$ cat src/rtl/rsa_pkg.sv
// Shared definitions for the RSA modular-exponentiation datapath.
package rsa_pkg;

    localparam int CYC_W = 32;

    typedef enum logic [1:0] {
        IDLE,
        SQR,
        MUL,
        DONE
    } state_e;

    function automatic int mm_latency(input int width);
        return width + 1;
    endfunction

endpackage

$ cat src/rtl/rsa_modmul.sv
// Interleaved shift-add modular multiplier, MSB-first, one operand bit per cycle.
module rsa_modmul
    import rsa_pkg::*;
#(
    parameter int WIDTH = 16
) (
    input  logic             clk,
    input  logic             rst,
    input  logic             start_i,
    input  logic [WIDTH-1:0] a_i,
    input  logic [WIDTH-1:0] b_i,
    input  logic [WIDTH-1:0] n_i,
    output logic             done_o,
    output logic [WIDTH-1:0] p_o
);

    localparam int CW = $clog2(WIDTH + 1);
    localparam logic [CW-1:0] CNT_INIT = CW'(mm_latency(WIDTH) - 2);

    logic [WIDTH-1:0] a_q, b_q, n_q, p_q;
    logic [CW-1:0]    cnt_q;
    logic             run_q, done_q;

    function automatic logic [WIDTH-1:0] mm_step(
        input logic [WIDTH-1:0] p,
        input logic             bit_i,
        input logic [WIDTH-1:0] b,
        input logic [WIDTH-1:0] n
    );
        logic [WIDTH:0] t;
        t = {p, 1'b0};
        if (t >= {1'b0, n}) t = t - {1'b0, n};
        if (bit_i) t = t + {1'b0, b};
        if (t >= {1'b0, n}) t = t - {1'b0, n};
        return t[WIDTH-1:0];
    endfunction

    // The first step is folded into the start cycle so latency is WIDTH+1.
    always_ff @(posedge clk) begin
        if (rst) begin
            a_q    <= '0;
            b_q    <= '0;
            n_q    <= '0;
            p_q    <= '0;
            cnt_q  <= '0;
            run_q  <= 1'b0;
            done_q <= 1'b0;
        end else begin
            done_q <= 1'b0;
            if (start_i) begin
                a_q   <= a_i << 1;
                b_q   <= b_i;
                n_q   <= n_i;
                p_q   <= mm_step('0, a_i[WIDTH-1], b_i, n_i);
                cnt_q <= CNT_INIT;
                run_q <= 1'b1;
            end else if (run_q) begin
                p_q   <= mm_step(p_q, a_q[WIDTH-1], b_q, n_q);
                a_q   <= a_q << 1;
                cnt_q <= cnt_q - CW'(1);
                if (cnt_q == CW'(1)) begin
                    run_q  <= 1'b0;
                    done_q <= 1'b1;
                end
            end
        end
    end

    assign done_o = done_q;
    assign p_o    = p_q;

endmodule

$ cat src/rtl/rsa_modexp_core.sv
// Left-to-right square-and-multiply modexp with optional always-multiply mode.
module rsa_modexp_core
    import rsa_pkg::*;
#(
    parameter int WIDTH     = 16,
    parameter int EXP_WIDTH = 16
) (
    input  logic                 clk,
    input  logic                 rst,
    input  logic                 in_valid,
    output logic                 in_ready,
    input  logic [WIDTH-1:0]     base,
    input  logic [EXP_WIDTH-1:0] exp,
    input  logic [WIDTH-1:0]     n,
    input  logic                 ct_mode,
    output logic                 out_valid,
    input  logic                 out_ready,
    output logic [WIDTH-1:0]     result,
    output logic                 err,
    output logic [CYC_W-1:0]     cycles,
    output logic                 busy
);

    localparam int IW = $clog2(EXP_WIDTH + 1);

    state_e               state_q, state_d;
    logic [WIDTH-1:0]     acc_q, acc_d, base_q, base_d, n_q, n_d;
    logic [WIDTH-1:0]     res_q, res_d, unused_dummy_q, unused_dummy_d;
    logic [EXP_WIDTH-1:0] exp_q, exp_d;
    logic [IW-1:0]        idx_q, idx_d;
    logic [CYC_W-1:0]     cyc_q, cyc_d, cycles_q, cycles_d;
    logic                 ct_q, ct_d, err_q, err_d, start_q, start_d;
    logic                 step;
    logic                 mm_done;
    logic [WIDTH-1:0]     mm_p, mm_b;

    assign mm_b = (state_q == MUL) ? base_q : acc_q;

    rsa_modmul #(.WIDTH(WIDTH)) u_mm (
        .clk     (clk),
        .rst     (rst),
        .start_i (start_q),
        .a_i     (acc_q),
        .b_i     (mm_b),
        .n_i     (n_q),
        .done_o  (mm_done),
        .p_o     (mm_p)
    );

    always_ff @(posedge clk) begin
        if (rst) begin
            state_q        <= IDLE;
            acc_q          <= '0;
            base_q         <= '0;
            n_q            <= '0;
            res_q          <= '0;
            unused_dummy_q <= '0;
            exp_q          <= '0;
            idx_q          <= '0;
            cyc_q          <= '0;
            cycles_q       <= '0;
            ct_q           <= 1'b0;
            err_q          <= 1'b0;
            start_q        <= 1'b0;
        end else begin
            state_q        <= state_d;
            acc_q          <= acc_d;
            base_q         <= base_d;
            n_q            <= n_d;
            res_q          <= res_d;
            unused_dummy_q <= unused_dummy_d;
            exp_q          <= exp_d;
            idx_q          <= idx_d;
            cyc_q          <= cyc_d;
            cycles_q       <= cycles_d;
            ct_q           <= ct_d;
            err_q          <= err_d;
            start_q        <= start_d;
        end
    end

    always_comb begin
        state_d        = state_q;
        acc_d          = acc_q;
        base_d         = base_q;
        n_d            = n_q;
        res_d          = res_q;
        unused_dummy_d = unused_dummy_q;
        exp_d          = exp_q;
        idx_d          = idx_q;
        cyc_d          = cyc_q;
        cycles_d       = cycles_q;
        ct_d           = ct_q;
        err_d          = err_q;
        start_d        = 1'b0;
        step           = 1'b0;
        unique case (state_q)
            IDLE: begin
                if (in_valid) begin
                    base_d = base;
                    exp_d  = exp;
                    n_d    = n;
                    ct_d   = ct_mode;
                    acc_d  = WIDTH'(1);
                    idx_d  = IW'(EXP_WIDTH - 1);
                    cyc_d  = CYC_W'(1);
                    if (n < WIDTH'(2) || base >= n) begin
                        state_d  = DONE;
                        res_d    = '0;
                        err_d    = 1'b1;
                        cycles_d = CYC_W'(1);
                    end else begin
                        state_d = SQR;
                        start_d = 1'b1;
                    end
                end
            end
            SQR: begin
                cyc_d = cyc_q + CYC_W'(1);
                if (mm_done) begin
                    acc_d = mm_p;
                    if (exp_q[EXP_WIDTH-1] || ct_q) begin
                        state_d = MUL;
                        start_d = 1'b1;
                    end else begin
                        step = 1'b1;
                    end
                end
            end
            MUL: begin
                cyc_d = cyc_q + CYC_W'(1);
                if (mm_done) begin
                    // Zero bits in constant-time mode burn the product on a dummy.
                    if (exp_q[EXP_WIDTH-1]) acc_d = mm_p;
                    else unused_dummy_d = mm_p;
                    step = 1'b1;
                end
            end
            DONE: begin
                if (out_ready) state_d = IDLE;
            end
            default: state_d = IDLE;
        endcase
        if (step) begin
            if (idx_q == '0) begin
                state_d  = DONE;
                res_d    = acc_d;
                err_d    = 1'b0;
                cycles_d = cyc_q + CYC_W'(1);
            end else begin
                idx_d   = idx_q - IW'(1);
                exp_d   = exp_q << 1;
                state_d = SQR;
                start_d = 1'b1;
            end
        end
    end

    assign in_ready  = (state_q == IDLE);
    assign out_valid = (state_q == DONE);
    assign busy      = (state_q == SQR) || (state_q == MUL);
    assign result    = res_q;
    assign err       = err_q;
    assign cycles    = cycles_q;

endmodule

$ cat config.mk
export PLATFORM = sky130hd
export DESIGN_NAME = rsa_modexp_core
export DESIGN_NICKNAME = d
export VERILOG_FILES = /design/src/rtl/rsa_pkg.sv /design/src/rtl/rsa_modmul.sv /design/src/rtl/rsa_modexp_core.sv
export SDC_FILE = /design/constraint.sdc
export NUM_CORES = 1
export LEC_CHECK = 0
export ABC_AREA = 1
export BUFFER_PORTS_ARGS = -buffer_cell sky130_fd_sc_hd__buf_2
export CORE_ASPECT_RATIO = 1.5
export CORE_MARGIN = 8
export CORE_UTILIZATION = 40
export DETAILED_ROUTE_END_ITERATION = 12
export GPL_TIMING_DRIVEN = 0
export SETUP_SLACK_MARGIN = 0.05
export SLEW_MARGIN = 20
export SYNTH_ARGS = -nofsm -noshare
export SYNTH_HDL_FRONTEND = slang
export SYNTH_HIERARCHICAL = 1
export SYNTH_SLANG_ARGS = --single-unit
$ cat constraint.sdc
create_clock -name clk -period 4.44 [get_ports clk]
set_clock_uncertainty 0.2 [all_clocks]
set_input_delay 0.666 -clock clk [delete_from_list [all_inputs] [get_ports clk]]
set_output_delay 0.666 -clock clk [all_outputs]
set_load 0.02 [all_outputs]
# After elaboration in Yosys (flattened, before gate mapping)
# Index checks and enable logic that the tools add are counted.
[op_classes]
eq_ne = 9
muxes = 76
n_reduce_logical = 14
bitwise = 1
add_sub_neg = 9
n_lt_le_gt_ge = 6
[op_table]
columns = ["cell", "n"]
rows = [
  ["$mux W16", 20],
  ["$mux W17", 14],
  ["$mux W32", 6],
  ["$pmux W32 S2", 1],
  ["$ge A17 B16 Y1", 3],
  ["$pmux W16 S3", 1],
  ["$add A17 B16 Y17", 2],
  ["$add A32 B1 Y32 const B", 1],
  ["$sub A16 B16 Y16", 2],
  ["$mux W5", 4],
  ["$mux W1", 18],
  ["$sub A1 B16 Y17 const A", 1],
  ["$sub A17 B16 Y17", 1],
  ["$ge A1 B16 Y1 const A", 1],
  ["$ge A16 B16 Y1", 1],
  ["$lt A16 B2 Y1 const B", 1],
  ["$mux W2", 7],
  ["$sub A5 B1 Y5 const B", 2],
  ["$mux W4", 2],
  ["$ne A3 B2 Y1 const B", 2],
  ["$pmux W2 S3", 1],
  ["$eq A5 B1 Y1 const B", 1],
  ["$logic_not A5 Y1", 1],
  ["$reduce_and A5 Y1", 1],
  ["14 further kinds", 21],
]
[word_totals]
register_bits = 224
word_cells = 135
out_inout_bits = 52
in_bits = 53

# Longest topological paths before layout
[depth]
word_depth = 14
mapped_depth = 41
mapped_depth_nobuf = 40

# Cells and area by module
# Netlist, hierarchy kept.
[modules_own_cells]
columns = ["module", "area_each_um2", "n_inst", "cells_each", "seq_area_each_um2"]
rows = [
  ["rsa_modmul", 8250.4, 1, 1376, 1401.3],
  ["rsa_modexp_core", 7259.5, 1, 1020, 3083.0],
]

# Least setup slack after synthesis
# Ideal clock, no wire load.
[synth_timing]
path_type = "flip-flop to flip-flop"
start = "reg u_mm.n_q[1]"
end = "reg u_mm.p_q[0] (netlist: u_mm/p_o[0])"
slack_ps = -395
path_stages_with_launch = 37
setup_time_ps = 109
arrival_ps = 4526
path_cell_list = "dfxtp_1 -> inv_1 -> ha_1 -> ha_1 -> nand2_1 -> nor2_1 -> nand2_1 -> nor2_1 -> nor2_2 -> nand2_8 -> buf_6 -> o21a_1 -> fa_1 -> inv_1 -> nand3_1 -> nand2_1 -> nand2_1 -> nand2_1 -> a21oi_1 -> xor2_1 -> nand2_1 -> nand2_1 -> inv_1 -> ha_1 -> a21oi_1 -> o21ai_1 -> a21oi_1 -> nand2_1 -> a21oi_2 -> inv_2 -> nor2_8 -> buf_6 -> nand2_1 -> nand3_1 -> nand3_1 -> nand2_1 -> inv_1"
[synth_via]
elab_chain_len = 14
word_cells_on_any_way = 16
[synth_rtl]
columns = ["element", "line", "text"]
rows = [
  ["from (decl)", "rsa_modmul.sv:20", "logic [WIDTH-1:0] a_q, b_q, n_q, p_q;"],
  ["from (signal assigned)", "rsa_modmul.sv:53", "n_q <= n_i;"],
  ["$sub A17 B16 Y17 or $ge A17 B16 Y1 (tied branches)", "rsa_modmul.sv:32", "if (t >= {1'b0, n}) t = t - {1'b0, n};"],
  ["$mux W17", "rsa_modmul.sv:32", ""],
  ["$mux W17", "rsa_modmul.sv:57", "end else if (run_q) begin"],
  ["$mux W17", "rsa_modmul.sv:50", "if (start_i) begin"],
  ["$mux W17", "rsa_modmul.sv:40", "if (rst) begin"],
  ["$add A17 B16 Y17", "rsa_modmul.sv:33", "if (bit_i) t = t + {1'b0, b};"],
  ["$mux W17", "rsa_modmul.sv:33", ""],
  ["$mux W17", "rsa_modmul.sv:57", ""],
  ["$mux W17", "rsa_modmul.sv:50", ""],
  ["$mux W17", "rsa_modmul.sv:40", ""],
  ["$ge A17 B16 Y1 or $sub A16 B16 Y16 (tied branches)", "rsa_modmul.sv:34", "if (t >= {1'b0, n}) t = t - {1'b0, n};"],
  ["$mux W16 *", "rsa_modmul.sv:34", ""],
  ["$mux W16 *", "rsa_modmul.sv:57", ""],
  ["$mux W16 *", "rsa_modmul.sv:50", ""],
  ["to (signal assigned)", "rsa_modmul.sv:54", "p_q <= mm_step('0, a_i[WIDTH-1], b_i, n_i);"],
  ["to (signal assigned)", "rsa_modmul.sv:58", "p_q <= mm_step(p_q, a_q[WIDTH-1], b_q, n_q);"],
  ["to (decl)", "rsa_modmul.sv:20", ""],
]
# Every way passes the cells marked *; elsewhere a longest branch is shown, timed or not. The select of a mux whose other input is x is not followed.
# A chain may end at the register's enable or synchronous reset.

# Worst setup path after layout
[layout_timing]
start = "reg u_mm.n_q[1]"
end = "reg u_mm.p_q[12] (netlist: u_mm/p_o[12])"
[layout_via]
elab_chain_len = 14
word_cells_on_any_way = 16
[layout_rtl]
columns = ["element", "line"]
rows = [
  ["$sub A17 B16 Y17 or $ge A17 B16 Y1 (tied branches)", "rsa_modmul.sv:32"],
  ["$mux W17", "rsa_modmul.sv:32"],
  ["$mux W17", "rsa_modmul.sv:57"],
  ["$mux W17", "rsa_modmul.sv:50"],
  ["$mux W17", "rsa_modmul.sv:40"],
  ["$add A17 B16 Y17", "rsa_modmul.sv:33"],
  ["$mux W17", "rsa_modmul.sv:33"],
  ["$mux W17", "rsa_modmul.sv:57"],
  ["$mux W17", "rsa_modmul.sv:50"],
  ["$mux W17", "rsa_modmul.sv:40"],
  ["$sub A16 B16 Y16 or $ge A17 B16 Y1 (tied branches)", "rsa_modmul.sv:34"],
  ["$mux W16 *", "rsa_modmul.sv:34"],
  ["$mux W16 *", "rsa_modmul.sv:57"],
  ["$mux W16 *", "rsa_modmul.sv:50"],
]
# Marks and branches as above.

==> metrics <==
status finished with violations; failing checks negative setup slack; CP Capture Type flip-flop; routability cong. 0.9684; Worst Hold Class in -> reg; Avg Inst Size Synth 6.473 um2; Clock Path Buffers 3; post-synth top area cell dfxtp_1; CORE AREA 38320 um2; final setup vio count 16; Post-synth EDFFs 0; relative slew slack 44.01%; critical path data arrival time 5.46 ns; Max Fclk 191.9 MHz; final instance area 19070 um2; Post-synth ARST share 0%; Synthesis Warnings 6; Layout area overhead 22.98%; Synth top area share 28.91%; multi-input logic area 10670 um2; Nets 2742; initial antenna violation count 0; post-synthesis register bit count 224; vias 16260; height of the chip 257.2 um; Total GRT Usage 25.28%; post-synthesis mux area share 0%; hold_buf cts 0; Synth Area in Simple Gates 32.97%; Max Fanout on Critical Path 8; Synth Instances 2396; Slew @ Worst Pin 0.8398 ns; Syn Nets 2560; first-pass GRT wire length 89760 um; via/cell ratio 5.269; first-pass detailed-route iteration total 5; Crit-path slowest cell fa_2; Die Wd 176.8 um; Post-Synth XOR/XNOR Area 3.558%; DR DRC count 0; Max stage delay on crit path 0.37 ns; ranking of synthesized cells by area dfxtp_1, nand2_1, ha_1, inv_1, nor2_1; layout cells sized above 1 20.91%; period utilization 117.4%; most common flop cell mapped by yosys dfxtp_1; Reg clk slew, reported paths 0.07 ns; CTS sink cnt 224; post-synthesis compound-gate area fraction 15.30%; Port-buffer cells 104; WL/cell 19.24 um; CTS Buf Count 22; Unique masters post-synth 59; CP dominant cell by count nand2_2; global route total overflow 0; H-tree levels 1; # Max-Cap Violations 0; largest net degree at the start of global routing 15; Worst EP required 4.69 ns; CTS tree done; DP Area 16970 um2; Max Slew Vio Count 0; FF/Latch Area 4534 um2; Post-Synth Adder-Cell Area 9.197%; Clock Root Buffer clkbuf_16; Fin. Hold Viols 0; sequential area share after synthesis 28.91%; post-detail-place hpwl 48320 um; Post-Syn Area 15510 um2; Starting Density 40.48%; DR iter-0 viols 848; startpoint types flip-flop; std cell rows 88; final worst slack -0.7716 ns; Clock Latency Late Sink 0.53 ns; vias in the first global route 16260; post-layout minimum cycle time 5.212 ns; number of fill cells in the layout 3964; Inserted Diodes 0; main combinational cell family by area after synthesis simple AND/OR/NAND/NOR gates; unrepaired setup endpoints after global routing yes; crit path kind reg -> reg; final WL 59390 um; post-route ant nets 0; total I/O pin count 105; area of the die 45460 um2
==> final timing paths <==
| path | start | to | slack (ns) | depth (start not counted) |
|---|---|---|---|---|
| max reg2reg | u_mm/n_q[1] | u_mm/p_o[12] | -0.77 | 38 |
| min reg2reg | cycles[23] | cycles[23] | 0.24 | 2 |
| max | u_mm/n_q[1] | u_mm/p_o[12] | -0.77 | 38 |
| min | exp[6] | exp_q[6] | 0.20 | 3 |
==> logic make-up (layout without fill, tap and decap cells) <==
group | Yosys count | after routing
AOI/OAI and AO/OA | 422 | 422
xor gates and xnor gates | 63 | 63
adders and majority gates | 111 | 111
buffers and inverters | 391 | 587
DFF | 224 | 224
and+or+nand+nor | 1185 | 1185
==> layout make-up <==
| cell class | instances | share of cell area (%) |
|---|---|---|
| Clock inverter | 9 | 0.5182 |
| Multi-Input combinational cell | 1781 | 55.93 |
| Clock buffer | 29 | 3.241 |
| Tap cell | 495 | 3.247 |
| Sequential cell | 224 | 23.77 |
| Inverter | 311 | 6.199 |
| Timing Repair Buffer | 158 | 4.920 |
| Buffer | 80 | 2.171 |
==> metal layers <==
layer | vias to the layer above | share of wire, % | GRT usage (%)
li1 | 8129 | - | -
met1 | 7536 | 36 | 25.05
met2 | 427 | 52 | 48.20
met3 | 172 | 3.3 | 2.213
met4 | 0 | 8.6 | 17.72
met5 | - | 0 | 0
==> cell usage in the layout, fill, tap and decap left out, types with 5 or more instances in the layout <==
master     Yosys  final
nand3_4        1      6
buf_2         16    121
inv_2         13     31
nor2_4         5      9
clkbuf_16      0     23
dfxtp_2        0     28
nand2_2       16     61
a311oi_1       7      7
buf_4          3     51
o211ai_1      10     10
nor2_2         9     14
buf_6          8     10
a21oi_1      159    140
o21ai_1       10     17
xnor2_1       21     19
inv_1        296    273
nand4_1       18     18
o21ai_2        8     10
o21ai_0      145    131
nand2_1      643    586
xor2_1        42     41
nand3_2        5     29
nor3_1        21     17
nor3_2         3      7
dfxtp_1      224    192
clkinv_2       1      6
clkbuf_1      49     51
a21oi_2        4     17
o21bai_1      10      8
o22ai_1        6      6
o21ai_4        0      5
nand3_1      173    144
a31oi_1       30     29
nand2_4        7     19
inv_4          0      6
ha_1         106     65
nor2_1       255    246
a21oi_4        0      6
a21o_1        13     13
ha_4           0     37
==> through the flow <==
step	std cells	hold slack, ns	setup TNS [ns]	util [%]	worst slack [ns]
after floorplan	2396	0.2410	-0.3403	-	-0.07910
after global placement	2995	0.2251	-24.33	44.29	-1.624
after detailed placement	2995	0.2277	-24.39	44.29	-1.625
after CTS	3066	0.1833	-10.82	47.95	-0.6986
after global routing	3087	0.2061	-15.12	49.78	-0.9920
final	3087	0.1963	-11.42	49.78	-0.7716
==> what timing repair did <==
item,in CTS,in global routing
endpoints found under the hold margin,0,0
endpoints found under the setup margin,16,16
cloned,2,0
pin swaps,43,66
buffers inserted,31,21
gates resized for setup,131,138
==> critical path: cells and delay by family (launching register included) <==
kind                     cells  cell delay, ns
AO/OA/AOI/OAI                6            0.79
XOR/XNOR                     1            0.22
flip-flops                   1            0.35
adder cells (fa/ha/maj)      5            1.15
buffers and inverters        8            0.61
AND/OR/NAND/NOR             18            1.78
==> synthesized netlist by cell type (all sizes together), types with 10 or more instances <==
| master | instances |
|---|---|
| a21oi | 163 |
| xnor2 | 21 |
| clkbuf | 49 |
| buf | 31 |
| xor2 | 42 |
| inv | 309 |
| nand4 | 20 |
| a31oi | 30 |
| nor2 | 271 |
| dfxtp | 224 |
| ha | 106 |
| nand2 | 667 |
| o21ai | 163 |
| nor3 | 25 |
| nand3 | 179 |
| a21o | 13 |
| o21bai | 11 |
| o211ai | 10 |
Power is not shown: default switching activity piles up to over one toggle a cycle in this logic, so the estimate is an artifact.
